===== src/rtl/tpu_axi_rd_arb.sv =====
// AXI read arbiter: NREQ requesters share one AXI read port, one burst at a time.
// Define TPU_AXI_RD_ARB_RR_EN for round-robin arbitration (default: fixed priority).
module tpu_axi_rd_arb #(
  parameter int NREQ   = 3,
  parameter int ADDR_W = 32,
  parameter int DATA_W = 64,
  parameter int ID_W   = 4
) (
  input  logic                   clk,
  input  logic                   rst,
  input  logic [NREQ-1:0]        req_vld,
  output logic [NREQ-1:0]        req_rdy,
  input  logic [NREQ*ADDR_W-1:0] req_addr,
  input  logic [NREQ*8-1:0]      req_len,
  output logic [NREQ-1:0]        rsp_vld,
  input  logic [NREQ-1:0]        rsp_rdy,
  output logic [DATA_W-1:0]      rsp_data,
  output logic                   rsp_last,
  output logic [ID_W-1:0]        ARID,
  output logic [ADDR_W-1:0]      ARADDR,
  output logic [7:0]             ARLEN,
  output logic [2:0]             ARSIZE,
  output logic [1:0]             ARBURST,
  output logic [3:0]             ARREGION,
  output logic                   ARVALID,
  input  logic                   ARREADY,
  input  logic [ID_W-1:0]        RID,
  input  logic [DATA_W-1:0]      RDATA,
  input  logic [1:0]             RRESP,
  input  logic                   RLAST,
  input  logic                   RVALID,
  output logic                   RREADY,
  output logic                   err
);

  localparam logic [2:0] C_SIZE = 3'($clog2(DATA_W / 8));

  typedef enum logic [1:0] {
    S_IDLE,
    S_ADDR,
    S_DATA
  } state_t;

  state_t              r_state;
  state_t              w_nxt;
  logic [ID_W-1:0]     r_grant;
  logic [NREQ-1:0]     r_goh;
  logic [ADDR_W-1:0]   r_araddr;
  logic [7:0]          r_arlen;
  logic [2:0]          r_arsize;
  logic [1:0]          r_arburst;
  logic [7:0]          r_cnt;
  logic                r_err;

  logic                w_any;
  logic [ID_W-1:0]     w_gid;
  logic [NREQ-1:0]     w_goh;
  logic [ADDR_W-1:0]   w_addr;
  logic [7:0]          w_len;
  logic                w_ar_hs;
  logic                w_beat;
  logic                w_bad;

`ifdef TPU_AXI_RD_ARB_RR_EN
  localparam int GW = (NREQ > 1) ? $clog2(NREQ) : 1;
  logic [GW-1:0]       r_ptr;
`endif

  assign w_any   = |req_vld;
  assign w_ar_hs = (r_state == S_ADDR) && ARREADY;
  assign w_beat  = (r_state == S_DATA) && RVALID && RREADY;

  // Lowest index wins; round-robin then overrides with the lowest index at or above the pointer.
  always_comb begin
    w_gid  = '0;
    w_goh  = '0;
    w_addr = '0;
    w_len  = '0;
    for (int i = NREQ - 1; i >= 0; i--) begin
      if (req_vld[i]) begin
        w_gid    = ID_W'(i);
        w_goh    = '0;
        w_goh[i] = 1'b1;
        w_addr   = req_addr[i*ADDR_W +: ADDR_W];
        w_len    = req_len[i*8 +: 8];
      end
    end
`ifdef TPU_AXI_RD_ARB_RR_EN
    for (int i = NREQ - 1; i >= 0; i--) begin
      if (req_vld[i] && (i >= int'(r_ptr))) begin
        w_gid    = ID_W'(i);
        w_goh    = '0;
        w_goh[i] = 1'b1;
        w_addr   = req_addr[i*ADDR_W +: ADDR_W];
        w_len    = req_len[i*8 +: 8];
      end
    end
`endif
  end

  always_comb begin
    w_nxt = r_state;
    unique case (r_state)
      S_IDLE:  if (w_any) w_nxt = S_ADDR;
      S_ADDR:  if (ARREADY) w_nxt = S_DATA;
      S_DATA:  if (w_beat && RLAST) w_nxt = S_IDLE;
      default: w_nxt = S_IDLE;
    endcase
  end

  assign w_bad = (RRESP != 2'b00) || (RID != r_grant) ||
                 (RLAST && (r_cnt != r_arlen)) ||
                 (!RLAST && (r_cnt == r_arlen));

  always_ff @(posedge clk or posedge rst) begin
    if (rst) begin
      r_state   <= S_IDLE;
      r_grant   <= '0;
      r_goh     <= '0;
      r_araddr  <= '0;
      r_arlen   <= '0;
      r_arsize  <= '0;
      r_arburst <= '0;
      r_cnt     <= '0;
      r_err     <= 1'b0;
    end else begin
      r_state <= w_nxt;
      if ((r_state == S_IDLE) && w_any) begin
        r_grant   <= w_gid;
        r_goh     <= w_goh;
        r_araddr  <= w_addr;
        r_arlen   <= w_len;
        r_arsize  <= C_SIZE;
        r_arburst <= 2'b01;
      end
      if (w_ar_hs) r_cnt <= '0;
      else if (w_beat) r_cnt <= r_cnt + 8'd1;
      if (w_beat && w_bad) r_err <= 1'b1;
    end
  end

`ifdef TPU_AXI_RD_ARB_RR_EN
  always_ff @(posedge clk or posedge rst) begin
    if (rst) begin
      r_ptr <= '0;
    end else if (w_ar_hs) begin
      if (r_grant == ID_W'(NREQ - 1)) r_ptr <= '0;
      else r_ptr <= GW'(r_grant + 1'b1);
    end
  end
`endif

  assign ARVALID  = (r_state == S_ADDR);
  assign ARID     = r_grant;
  assign ARADDR   = r_araddr;
  assign ARLEN    = r_arlen;
  assign ARSIZE   = r_arsize;
  assign ARBURST  = r_arburst;
  assign ARREGION = 4'b0;
  assign err      = r_err;

  assign req_rdy  = w_ar_hs ? r_goh : '0;
  assign rsp_vld  = ((r_state == S_DATA) && RVALID) ? r_goh : '0;
  assign RREADY   = (r_state == S_DATA) && |(rsp_rdy & r_goh);
  assign rsp_data = (r_state == S_DATA) ? RDATA : '0;
  assign rsp_last = (r_state == S_DATA) && RLAST;

endmodule

===== config.mk =====
export PLATFORM = sky130hd
export DESIGN_NAME = tpu_axi_rd_arb
export DESIGN_NICKNAME = d
export VERILOG_FILES = /design/src/rtl/tpu_axi_rd_arb.sv
export SDC_FILE = /design/constraint.sdc
export NUM_CORES = 1
export LEC_CHECK = 0
export CAP_MARGIN = 20
export CORE_AREA = 2 2 127 129
export DETAILED_ROUTE_END_ITERATION = 8
export DIE_AREA = 0 0 129 131
export HOLD_SLACK_MARGIN = 0.1
export PLACE_DENSITY_LB_ADDON = 0.08
export SLEW_MARGIN = 30
export SYNTH_ARGS = -nofsm -noshare
export SYNTH_HDL_FRONTEND = slang
export SYNTH_SLANG_ARGS = --single-unit

===== constraint.sdc =====
create_clock -name clk -period 1.9 [get_ports clk]
set_clock_uncertainty 0.05 [all_clocks]
set_input_delay 0.475 -clock clk [delete_from_list [all_inputs] [get_ports clk]]
set_output_delay 0.475 -clock clk [all_outputs]
set_load 0.01 [all_outputs]

[After elaboration in Yosys (flattened, before gate mapping)]
Cells that the tools add are included.
Word-level totals
  bits in registers: 60
  bits of input ports: 201
  output and inout bits: 127
  word-level logic and storage cells: 60
Cells by class
  $add $sub $neg: 1
  eq/ne operators: 8
  muxes and demuxes: 21
  bitwise operators: 1
  reduce and logical (&&, ||, !) cells: 20
Operators by type and width (count)
  $mux W32: 3
  $mux W64: 1
  $mux W8: 5
  $mux W3: 5
  $logic_and A1 B1 Y1: 10
  $add A8 B1 Y8 const B: 1
  $eq A8 B8 Y1: 1
  $mux W2: 4
  $mux W4: 2
  $ne A8 B8 Y1: 1
  $pmux W2 S3: 1
  $reduce_or A3 Y1: 2
  $ne A2 B1 Y1 const B: 2
  $ne A4 B4 Y1: 1
  $reduce_bool A2 Y1: 2
  $and A3 B3 Y3: 1
  $logic_or A1 B1 Y1: 3
  $reduce_and A3 Y1: 1
  $eq A2 B1 Y1 const B: 1
  $eq A2 B2 Y1 const B: 1
  $logic_not A2 Y1: 1
  $ne A2 B2 Y1 const B: 1
  $logic_not A1 Y1: 1

[Longest topological paths before layout]
Gate-level depths: netlist of the first run.
  depth after elaboration: 7
  gate-level depth with buffers: 6
  depth with buffers taken out: 4

[Least setup slack after synthesis of the first run]
Ideal clock, no wire load.
  path kind: in2out
  from: input port rsp_rdy[0]
  to: output port RREADY
  arrival: 1.453 ns
  path slack: -0.078 ns
  stages on the path: 2
  buffers on the path: 0
  path through: a222oi_1 > and2b_1
Between the ends
  word-level cells in the longest chain between the ends: 3
RTL lines
  from (decl): RTL line 16  | input logic [NREQ-1:0] rsp_rdy,
  $and A3 B3 Y3: RTL line 164  | assign RREADY = (r_state == S_DATA) && |(rsp_rdy & r_goh);
  $reduce_or A3 Y1: RTL line 164
  $logic_and A1 B1 Y1: RTL line 164
  to (decl): RTL line 32  | output logic RREADY,
Every way passes these cells.

[Worst setup path in the final report of the first run]
  from: register r_goh[0]
  to: output port RREADY
Between the ends
  word-level cells in the longest chain between the ends: 3
RTL lines
  from (decl): RTL line 47  | logic [NREQ-1:0] r_goh;
  from (signal assigned): RTL line 130  | r_goh <= w_goh;
  $and A3 B3 Y3: RTL line 164
  $reduce_or A3 Y1: RTL line 164
  $logic_and A1 B1 Y1: RTL line 164
Every way passes these cells.

==> metrics, run 1 <==
Ant. Diodes 0; Post-Synth Simple-Gate Area between 20% and 30%; Worst Hold Class input port to asynchronous set/reset pin; Async S/R FF share, synth 100%; outcome finished with violations; core footprint about 0.016 sq mm; hold slack between 0.3 and 0.4 ns; via count 4312; setup TNS -3.10 ns; final estimated routing congestion in global placement between 0.8 and 0.9; normalized max-slew margin ~67%; Leakage between 3 and 4 nW; Final min period 2.01 ns; WL/cell approximately 17 um; average size of a mapped cell around 8.9 sq um; Pre-antenna DRT Iters 5; area delta synth->final 108%; critical path peak fanout 2; CTS tree done; area fraction in compound gates after synthesis about 21%; Worst EP required around 1.4 ns; Max VDD drop about 0.49 mV; Std-Cell Rows 46; Worst setup SP type flop; Worst setup EP type output pin; clk sinks 55; area of placed instances ~0.0071 sq mm; ys flop type dfrtp_1; Antenna Nets Post-Route 0; cts bufs inserted 5; final setup fails 65; Fmax about 500 MHz; CP max stage cell a222oi_1; vias in the first global route 4243; synthesis-stage register bit count 55; Crit Path Class flop to output pin; mux contribution to synthesized area less than 1%; initial antenna violation count 0; CP max stage delay ~0.42 ns; Max clock buf depth 2; largest family of logic cells by synthesized area simple AND/OR/NAND/NOR gates; hpwl dp 12900 um; Max Slew Vio Count 0; die area approximately 0.017 sq mm; H-tree depth 2; GRT Util Overall a little under a fifth; Synth cell types 38; Seq/Total Area, Yosys 38.3%; CP cell instances a222oi_1 -> and2b_1 -> buf_2; post-synth top area cell dfrtp_1; Synth top cells by count and2_1, dfrtp_1, nand2_1; Final nets 936; dpl ws -0.641 ns; Warnings, synthesis 0; clock latency on the worst-skew pair roughly 0.3 ns; Post-Synth XOR/XNOR Area roughly 3.9%; Finished Cell Area approximately 0.0075 sq mm; maxcap violations 0; fillers ~1600; largest net degree at the start of global routing 83; DRC viols 0; die width around 130 um; adder-cell share of the synthesized area less than 1%; top-count cell post-synth and2_1; Port-buffer cells 319; Remaining Overflow, GRT 0; pwr/cell area approximately 1100 mW/mm^2; Fin. Hold Viols 0; EDFF count, synth 0; Post-Syn Area approximately 0.0036 sq mm; top-area cell type share of the netlist area between 30% and 40%; final WL around 16000 um; share of layout cells above drive strength 1 23.4%; RSZ-0062 raised after global routing true; DR iter-0 viols roughly 100; clk slew on worst S/H paths approximately 0.080 ns; clock root cell clkbuf_16; failing checks negative setup slack; Initial Util a little under a quarter; first-pass GRT wire length 23700 um; worst setup margin -0.108 ns; hold buffers post-CTS 0; fin crit share 106%; Vias/cell between 4 and 5; post-layout util roughly half; synth top area cells dfrtp_1, and2_1, a221oi_1; Syn Inst Count 406; IO Count 328; worst-margin pin slew between 0.4 and 0.5 ns; Die Y approximately 130 um; Crit path arrival time between 1 and 1.5 ns
[logic make-up (layout without fill, tap and decap cells)]
logic type	Yosys count	count (layout)
and+or+nand+nor	190	190
other	1	8
buffers and inverters	47	369
AOI/OAI and AO/OA	95	95
DFF	55	55
adders and majority gates	1	1
muxes	1	1
xor gates and xnor gates	16	16
[worst max-delay path, delay by kind of cell, from the launching register on]
family          cells  cell delay [ns]
compound gates      1             0.42
simple gates        1             0.24
buf+inv             1             0.14
flops               1             0.39
[placed cells by master (no fill, tap or decap), drive strengths merged, types with 6 or more instances in the layout]
master,count
a21oi,6
a221oi,39
and2,69
buf,116
clkdlybuf4s50,239
conb,8
dfrtp,55
nand2,45
nor2,10
nor2b,44
o31ai,39
xnor2,8
xor2,8
[timing repair]
| item | CTS | global route |
|---|---|---|
| cloned | 3 | 0 |
| pin swaps | 2 | 6 |
| gates resized for setup | 374 | 38 |
| buffers inserted | 11 | 4 |
| endpoints found under the setup margin | 75 | 112 |
[final cells by class]
class / count / area, sq um / share of cell area, %
repair buffers: 360 / 3480 / 46.5
multi-input cells: 311 / 2180 / 29.1
flip-flops and latches: 55 / 1380 / 18.4
well taps: 216 / 270 / 3.61
clock inverters: 3 / 50.0 / 0.668
clock buffers: 5 / 125 / 1.67
inverters: 1 / 3.75 / 0.0501
[metrics by stage]
| step | power (mW) | cells |
|---|---|---|
| final | 7.96 | 951 |
| after global routing | 8.49 | 951 |
| after CTS | 8.03 | 950 |
| after detailed placement | 6.55 | 928 |
| after global placement | 6.50 | 928 |
| after floorplan | 3.85 | 413 |
[power breakdown]
group / total (mW) / leakage [nW] / switching (mW) / internal, mW
clock network: 1.11 / 0.0863 / 0.468 / 0.637
registers: 2.01 / 0.683 / 0.340 / 1.67
logic: 4.84 / 2.49 / 2.12 / 2.72
total: 7.96 / 3.26 / 2.93 / 5.03
[flip-flops by register name, summed over array words and instances, names as in the netlist]
name	cells
r_goh	2
r_state	2
err	1
r_cnt	8
ARSIZE	1
ARID	1
ARADDR	32
ARLEN	8
[path summary, 6_finish.rpt]
| check | startpoint | end | slack [ns] | cells after the start |
|---|---|---|---|---|
| worst max-delay path | r_goh[0]$_DFFE_PP0P_ | RREADY | -0.11 | 3 |
| worst min register to register | ARADDR[15]$_DFFE_PP0P_ | ARADDR[15]$_DFFE_PP0P_ | 0.43 | 2 |
| worst min-delay path | rst | ARADDR[6]$_DFFE_PP0P_ | 0.34 | 2 |
| min in group clk | ARADDR[15]$_DFFE_PP0P_ | ARADDR[15]$_DFFE_PP0P_ | 0.43 | 2 |
| worst max register to register | r_state[0]$_DFFE_PP0P_ | r_cnt[6]$_DFFE_PP0P_ | 0.02 | 7 |
| max in group asynchronous | rst | ARLEN[7]$_DFFE_PP0P_ | 0.92 | 3 |
[metal layers]
layer  global-route usage [%]  part of all wire (%)  vias up
li1                         -                     -     2073
met1                     20.2                    37     2045
met2                     35.2                    54      183
met3                     5.09                   8.3       11
met4                     3.58                   1.2        0
met5                        0                     0        -
(Power assumes the default switching activity.)
==> inputs of run 2 (changes only) <==
Settings changed: CORE_AREA 2 2 127 129 to 2 2 128 130, DIE_AREA 0 0 129 131 to 0 0 130 132.
Clock period 1.9 ns to 2.2 ns, I/O delays scaled along.
==> run 2 against run 1 <==
Net effect:
- the flow now finishes without violations
- global-route usage is 0.089 points lower
- total power is 17% lower
- critical endpoint is now rsp_data[36]
- register-to-register slack better by 0.28 ns
- core utilization is 1.8 points lower
==> metrics, run 2 (synthesized netlist as in run 1, its figures left out) <==
RSZ-0062 raised after global routing false; largest net degree at the start of global routing 83 (unchanged); CP max stage cell dfrtp_1; met1 usage 19.3% (-0.98 points); Leakage 3.17 nW (-2.7%); max FFs per register 32 (unchanged); post-layout util 46.2% (-1.8 points); Port-buffer cells 319 (unchanged); CP cell instances nor2b_4 -> buf_12 -> and2_1 -> dlygate4sd2_1; Vias/cell 4.46 (-1.6%); CP max stage delay 0.41 ns (about the same); pwr/cell area 909 mW/mm^2 (-14%); DR iter-0 viols 129 (+28%); die width 130 um (+0.78%); clk sinks 55 (unchanged); fin crit share between 90% and 100%; GRT Util Overall 18.2% (-0.089 points); RR Startpoint r_state[0]$_DFFE_PP0P_; DRC viols 0 (unchanged); hold path depth 2; GRT busiest layer met2; Fin. Hold Viols 0 (unchanged); Crit Path Class flop to output pin; Final Power 6.61 mW (-17%); Remaining Overflow, GRT 0 (unchanged); clk slew on worst S/H paths 0.08 ns (about the same); worst-margin pin slew 0.488 ns (+0.00697 ns); IO Count 328 (unchanged); setup slack, reg-to-reg 0.30 ns (+0.28 ns); dpl ws -0.508 ns (+0.133 ns); final WL 16300 um (-0.86%); Antenna Nets Post-Route 0 (unchanged); critical path peak fanout 17 (+15); hpwl dp 12800 um (-0.66%); clock root cell clkbuf_16; via count 4222 (-2.1%); clock latency on the worst-skew pair 0.30 ns (about the same); outcome complete, no violations; area delta synth->final 102%; worst setup margin 0.0602 ns (+0.168 ns); hold slack 0.426 ns (+0.0859 ns); Initial Util 22.9% (-0.17 points); fin cells 946 (-0.53%); CTS tree done; final setup fails 0 (-100%); maxcap violations 0 (unchanged); first-pass GRT wire length 24300 um (+2.2%); most frequent cells in the layout clkdlybuf4s50_1, and2_1, dfrtp_1, nand2_1, nor2b_1; Die Y 132 um (+0.76%); Fmax between 400 and 500 MHz; hold buffers post-CTS 0 (unchanged); Max Slew Vio Count 0 (unchanged); Reg2Reg Capture Point r_cnt[7]$_DFFE_PP0P_; Max clock buf depth 2 (unchanged); core footprint 0.0157 sq mm (+0.74%); Worst setup SP type flop; Global Route met2 Usage 34.0% (-1.2 points); die area 0.0172 sq mm (+1.5%); normalized max-slew margin 67.1% (about the same); share of layout cells above drive strength 1 16.3% (-7.1 points); Crit path arrival time 1.54 ns (+0.06 ns); Hold Crit Endpoint ARADDR[12]$_DFFE_PP0P_; vias in the first global route 4285 (+0.99%); most common cell after layout, fill and taps aside clkdlybuf4s50_1; Std-Cell Rows 46 (unchanged); GR Util met3 5.97% (+0.88 points); WL/cell 17.2 um (-0.33%); Final min period between 2 and 2.5 ns; Final nets 930 (-0.64%); Worst setup EP type output pin; H-tree depth 2 (unchanged); FF-to-FF path depth 6 (-1); Hold Crit Start ARADDR[12]$_DFFE_PP0P_; final estimated routing congestion in global placement 0.832 (+1.2%); Max VDD drop 0.464 mV (-4.5%); placed insts 928 (unchanged); Worst EP required 1.60 ns (+0.23 ns); initial antenna violation count 1 (+1); Pre-antenna DRT Iters 4 (-1); fillers 1525 (-1.9%); Worst Hold Class flop to flop; cts bufs inserted 5 (unchanged)
run 2: cell types whose count changed in the layout (fill, tap and decap cells not counted), sizes merged, moves of 2 or more:
cell	change
dlygate4sd2	+10
dlymetal6s2s	+2
clkdlybuf4s15	+5
buf	-46
clkbuf	+21
clkdlybuf4s50	+2
run 2: worst max path at each step:
| stage | from | to | slack, ns | cells past startpoint |
|---|---|---|---|---|
| after floorplan | rsp_rdy[0] | RREADY | 0.07 | 2 |
| after global placement | rsp_rdy[0] | RREADY | -0.49 | 4 |
| after detailed placement | rsp_rdy[0] | RREADY | -0.51 | 4 |
| after CTS | rsp_rdy[1] | RREADY | -0.09 | 4 |
| after global routing | r_state[0]$_DFFE_PP0P_ | rsp_data[58] | 0.003 | 4 |
| final | r_state[0]$_DFFE_PP0P_ | rsp_data[36] | 0.06 | 4 |
run 2: repair_timing:
item	CTS	global route
pin swaps	4	1
cloned	2	1
buffers inserted	8	1
resized for setup	204	56
endpoints found under the setup margin	72	60
run 2: layer usage:
| layer | up-vias | part of all wire, % |
|---|---|---|
| met4 | 0 | 1.8 |
| met5 | - | 0 |
| met3 | 16 | 10 |
| met1 | 1950 | 35 |
| met2 | 192 | 53 |
| li1 | 2064 | - |
run 2: final cells by class:
cell class              instances  area, sq um  share of cell area (%)
diodes                          1         2.50                  0.0345
clock buffers                   5          125                    1.72
clock inverters                 3         46.3                   0.637
inverters                       1         3.75                  0.0517
multi-input cells             311         2070                    28.4
flip-flops and latches         55         1380                    18.9
well taps                     216          270                    3.72
repair buffers                354         3370                    46.4
run 2: power by group:
| part | leakage (nW) | internal (mW) | total (mW) | switching [mW] |
|---|---|---|---|---|
| sequential | 0.684 | 1.44 | 1.72 | 0.277 |
| clock | 0.0804 | 0.542 | 0.931 | 0.389 |
| combinational | 2.41 | 2.20 | 3.96 | 1.75 |
run 2: worst max-delay path: cells and delay by family, from the launching register on:
family	cells	cell delay, ns
DFF	1	0.41
buffers and inverters	2	0.49
and+or+nand+nor	2	0.34
run 2: per-stage QoR:
step	TNS (ns)	area [sq um]
2_1_floorplan	0	3620
3_3_place_gp	-6.55	7150
3_5_place_dp	-6.81	7150
4_1_cts	-1.26	7320
5_1_grt	0	7260
6_report	0	7260
==> inputs of run 3 (changes only) <==
Settings changed: CORE_AREA 2 2 128 130 to 8 8 120 122, DIE_AREA 0 0 130 132 to 0 0 128 130.
Clock period 2.2 ns to 2.05 ns, I/O delays scaled along.
==> run 3 against run 2 <==
Net effect:
- register-to-register slack got worse by 0.11 ns
- sequential share of layout area is 0.53 points higher
- hold slack improved by 0.0034 ns
- combinational power is 4% higher
- cell count down 5.4%
- global-route usage is 1.7 points higher
- largest power group unchanged
==> metrics, run 3 (synthesized netlist as in run 1, its figures left out) <==
outcome complete, no violations; RSZ-0062 raised after global routing true; Top Family by Delay on Critical Path flip-flops; Max Slew Vio Count 0 (unchanged); Port-buffer cells 319 (unchanged); fin crit share 99.2%; CP cell instances nor2b_4 -> buf_8 -> and2_1 -> clkdlybuf4s15_2; Worst setup EP type output pin; final setup fails 0 (unchanged); most common cell after layout, fill and taps aside clkdlybuf4s50_1; WL/cell 19.6 um (+14%); Reg2Reg Capture Point r_cnt[6]$_DFFE_PP0P_; Worst Hold Class flop to flop; DR iter-0 viols 105 (-19%); CTS tree done; cts bufs inserted 5 (unchanged); CP max stage delay 0.43 ns (+0.02 ns); Fmax between 400 and 500 MHz; vias in the first global route 4386 (+2.4%); critical path peak fanout 25 (+8); Hold Crit Endpoint ARADDR[31]$_DFFE_PP0P_; RR Startpoint r_state[0]$_DFFE_PP0P_; Remaining Overflow, GRT 0 (unchanged); fin cells 895 (-5.4%); Std-Cell Rows 41 (-11%); largest net degree at the start of global routing 83 (unchanged); first-pass GRT wire length 25700 um (+5.9%); IO Count 328 (unchanged); Vias/cell 4.72 (+5.8%); post-layout util 57.0% (+11 points); Ant. Diodes 0 (-1); clk sinks 55 (unchanged); Worst setup SP type flop; Final Power 6.93 mW (+4.9%); Crit path arrival time 1.47 ns (-0.07 ns); CP max stage cell dfrtp_2; final WL 17600 um (+7.9%); clock latency on the worst-skew pair 0.29 ns (about the same); max FFs per register 32 (unchanged); die width 128 um (-1.5%); H-tree depth 2 (unchanged); area delta synth->final 96.6%; Pre-antenna DRT Iters 4 (unchanged); GRT Util Overall 20.0% (+1.7 points); Final min period around 2.0 ns; Fin. Hold Viols 0 (unchanged); FF-to-FF path depth 7 (+1); Final nets 924 (-0.65%); most frequent cells in the layout clkdlybuf4s50_1, and2_1, dfrtp_1, nand2_1; placed insts 881 (-5.1%); Die Y 130 um (-1.5%); hold path depth 2 (unchanged); Hold Crit Start ARADDR[31]$_DFFE_PP0P_; Initial Util 29.0% (+6.1 points); initial antenna violation count 0 (-1); die area 0.0166 sq mm (-3.0%); hpwl dp 14600 um (+14%); dpl ws -0.543 ns (-0.0352 ns); Max clock buf depth 2 (unchanged); clock root cell clkbuf_16; setup slack, reg-to-reg 0.19 ns (-0.11 ns); hold buffers post-CTS 0 (unchanged); Worst EP required 1.49 ns (-0.11 ns); maxcap violations 0 (unchanged); pwr/cell area 980 mW/mm^2 (+7.7%); Leakage 3.05 nW (-3.7%); Antenna Nets Post-Route 0 (unchanged); clk slew on worst S/H paths 0.07 ns (about the same); DRC viols 0 (unchanged); via count 4225 (+0.071%); Crit Path Class flop to output pin; Buf/Inv on CP 2 (unchanged); share of layout cells above drive strength 1 17.2% (+0.83 points); worst setup margin 0.0162 ns (-0.0441 ns); final estimated routing congestion in global placement 0.912 (+9.7%); core footprint 0.0124 sq mm (-21%); Max VDD drop 0.487 mV (+5.0%)
==> run 3: how the worst max path moves through the flow <==
stage                                      start  slack [ns]            to  depth (start not counted)
after floorplan                       rsp_rdy[0]        0.01        RREADY                          2
after global placement                rsp_rdy[0]       -0.53        RREADY                          4
after detailed placement              rsp_rdy[0]       -0.54        RREADY                          4
after CTS                 r_state[0]$_DFFE_PP0P_       -0.17  rsp_data[27]                          5
after global routing      r_state[0]$_DFFE_PP0P_       -0.04  rsp_data[14]                          4
final                     r_state[0]$_DFFE_PP0P_        0.02  rsp_data[14]                          4
==> run 3: repair_timing <==
| action | CTS | global route |
|---|---|---|
| endpoints found under the setup margin | 73 | 69 |
| buffers inserted | 6 | 1 |
| pin swaps | 1 | 1 |
| cloned | 2 | 0 |
| gates resized for setup | 237 | 65 |
==> run 3: per-layer routing <==
layer,global-route usage (%),share of wire [%]
met4,3.85,0.94
met3,7.71,9.4
met2,39.2,54
met1,19.5,36
met5,0,0
==> run 3: final cells by class <==
class / count / area (sq um)
timing repair buffer: 348 / 3250
inverter: 1 / 3.75
clock inverter: 2 / 35.0
clock buffer: 6 / 139
multi-input combinational: 311 / 2050
tap: 172 / 215
sequential: 55 / 1380
fill: 1165 / 5340
==> run 3: tightest hold or removal path, delay by kind of cell (launching register included) <==
kind             cells  cell delay [ns]
flip-flops           1             0.34
AO/OA/AOI/OAI        1             0.05
AND/OR/NAND/NOR      1             0.05
==> run 3: report_power, final <==
| part | internal [mW] | switching, mW |
|---|---|---|
| Combinational | 2.21 | 1.90 |
| Clock | 0.608 | 0.375 |
| Sequential | 1.55 | 0.292 |
| Total | 4.36 | 2.56 |
==> run 3: per-stage QoR <==
step | area (sq um) | hold WS (ns) | TNS, ns
2_1_floorplan | 3620 | 0.427 | 0
4_1_cts | 7270 | 0.431 | -2.54
3_3_place_gp | 7070 | 0.411 | -12.31
5_1_grt | 7070 | 0.451 | -0.0709
3_5_place_dp | 7070 | 0.415 | -12.94
6_report | 7070 | 0.429 | 0
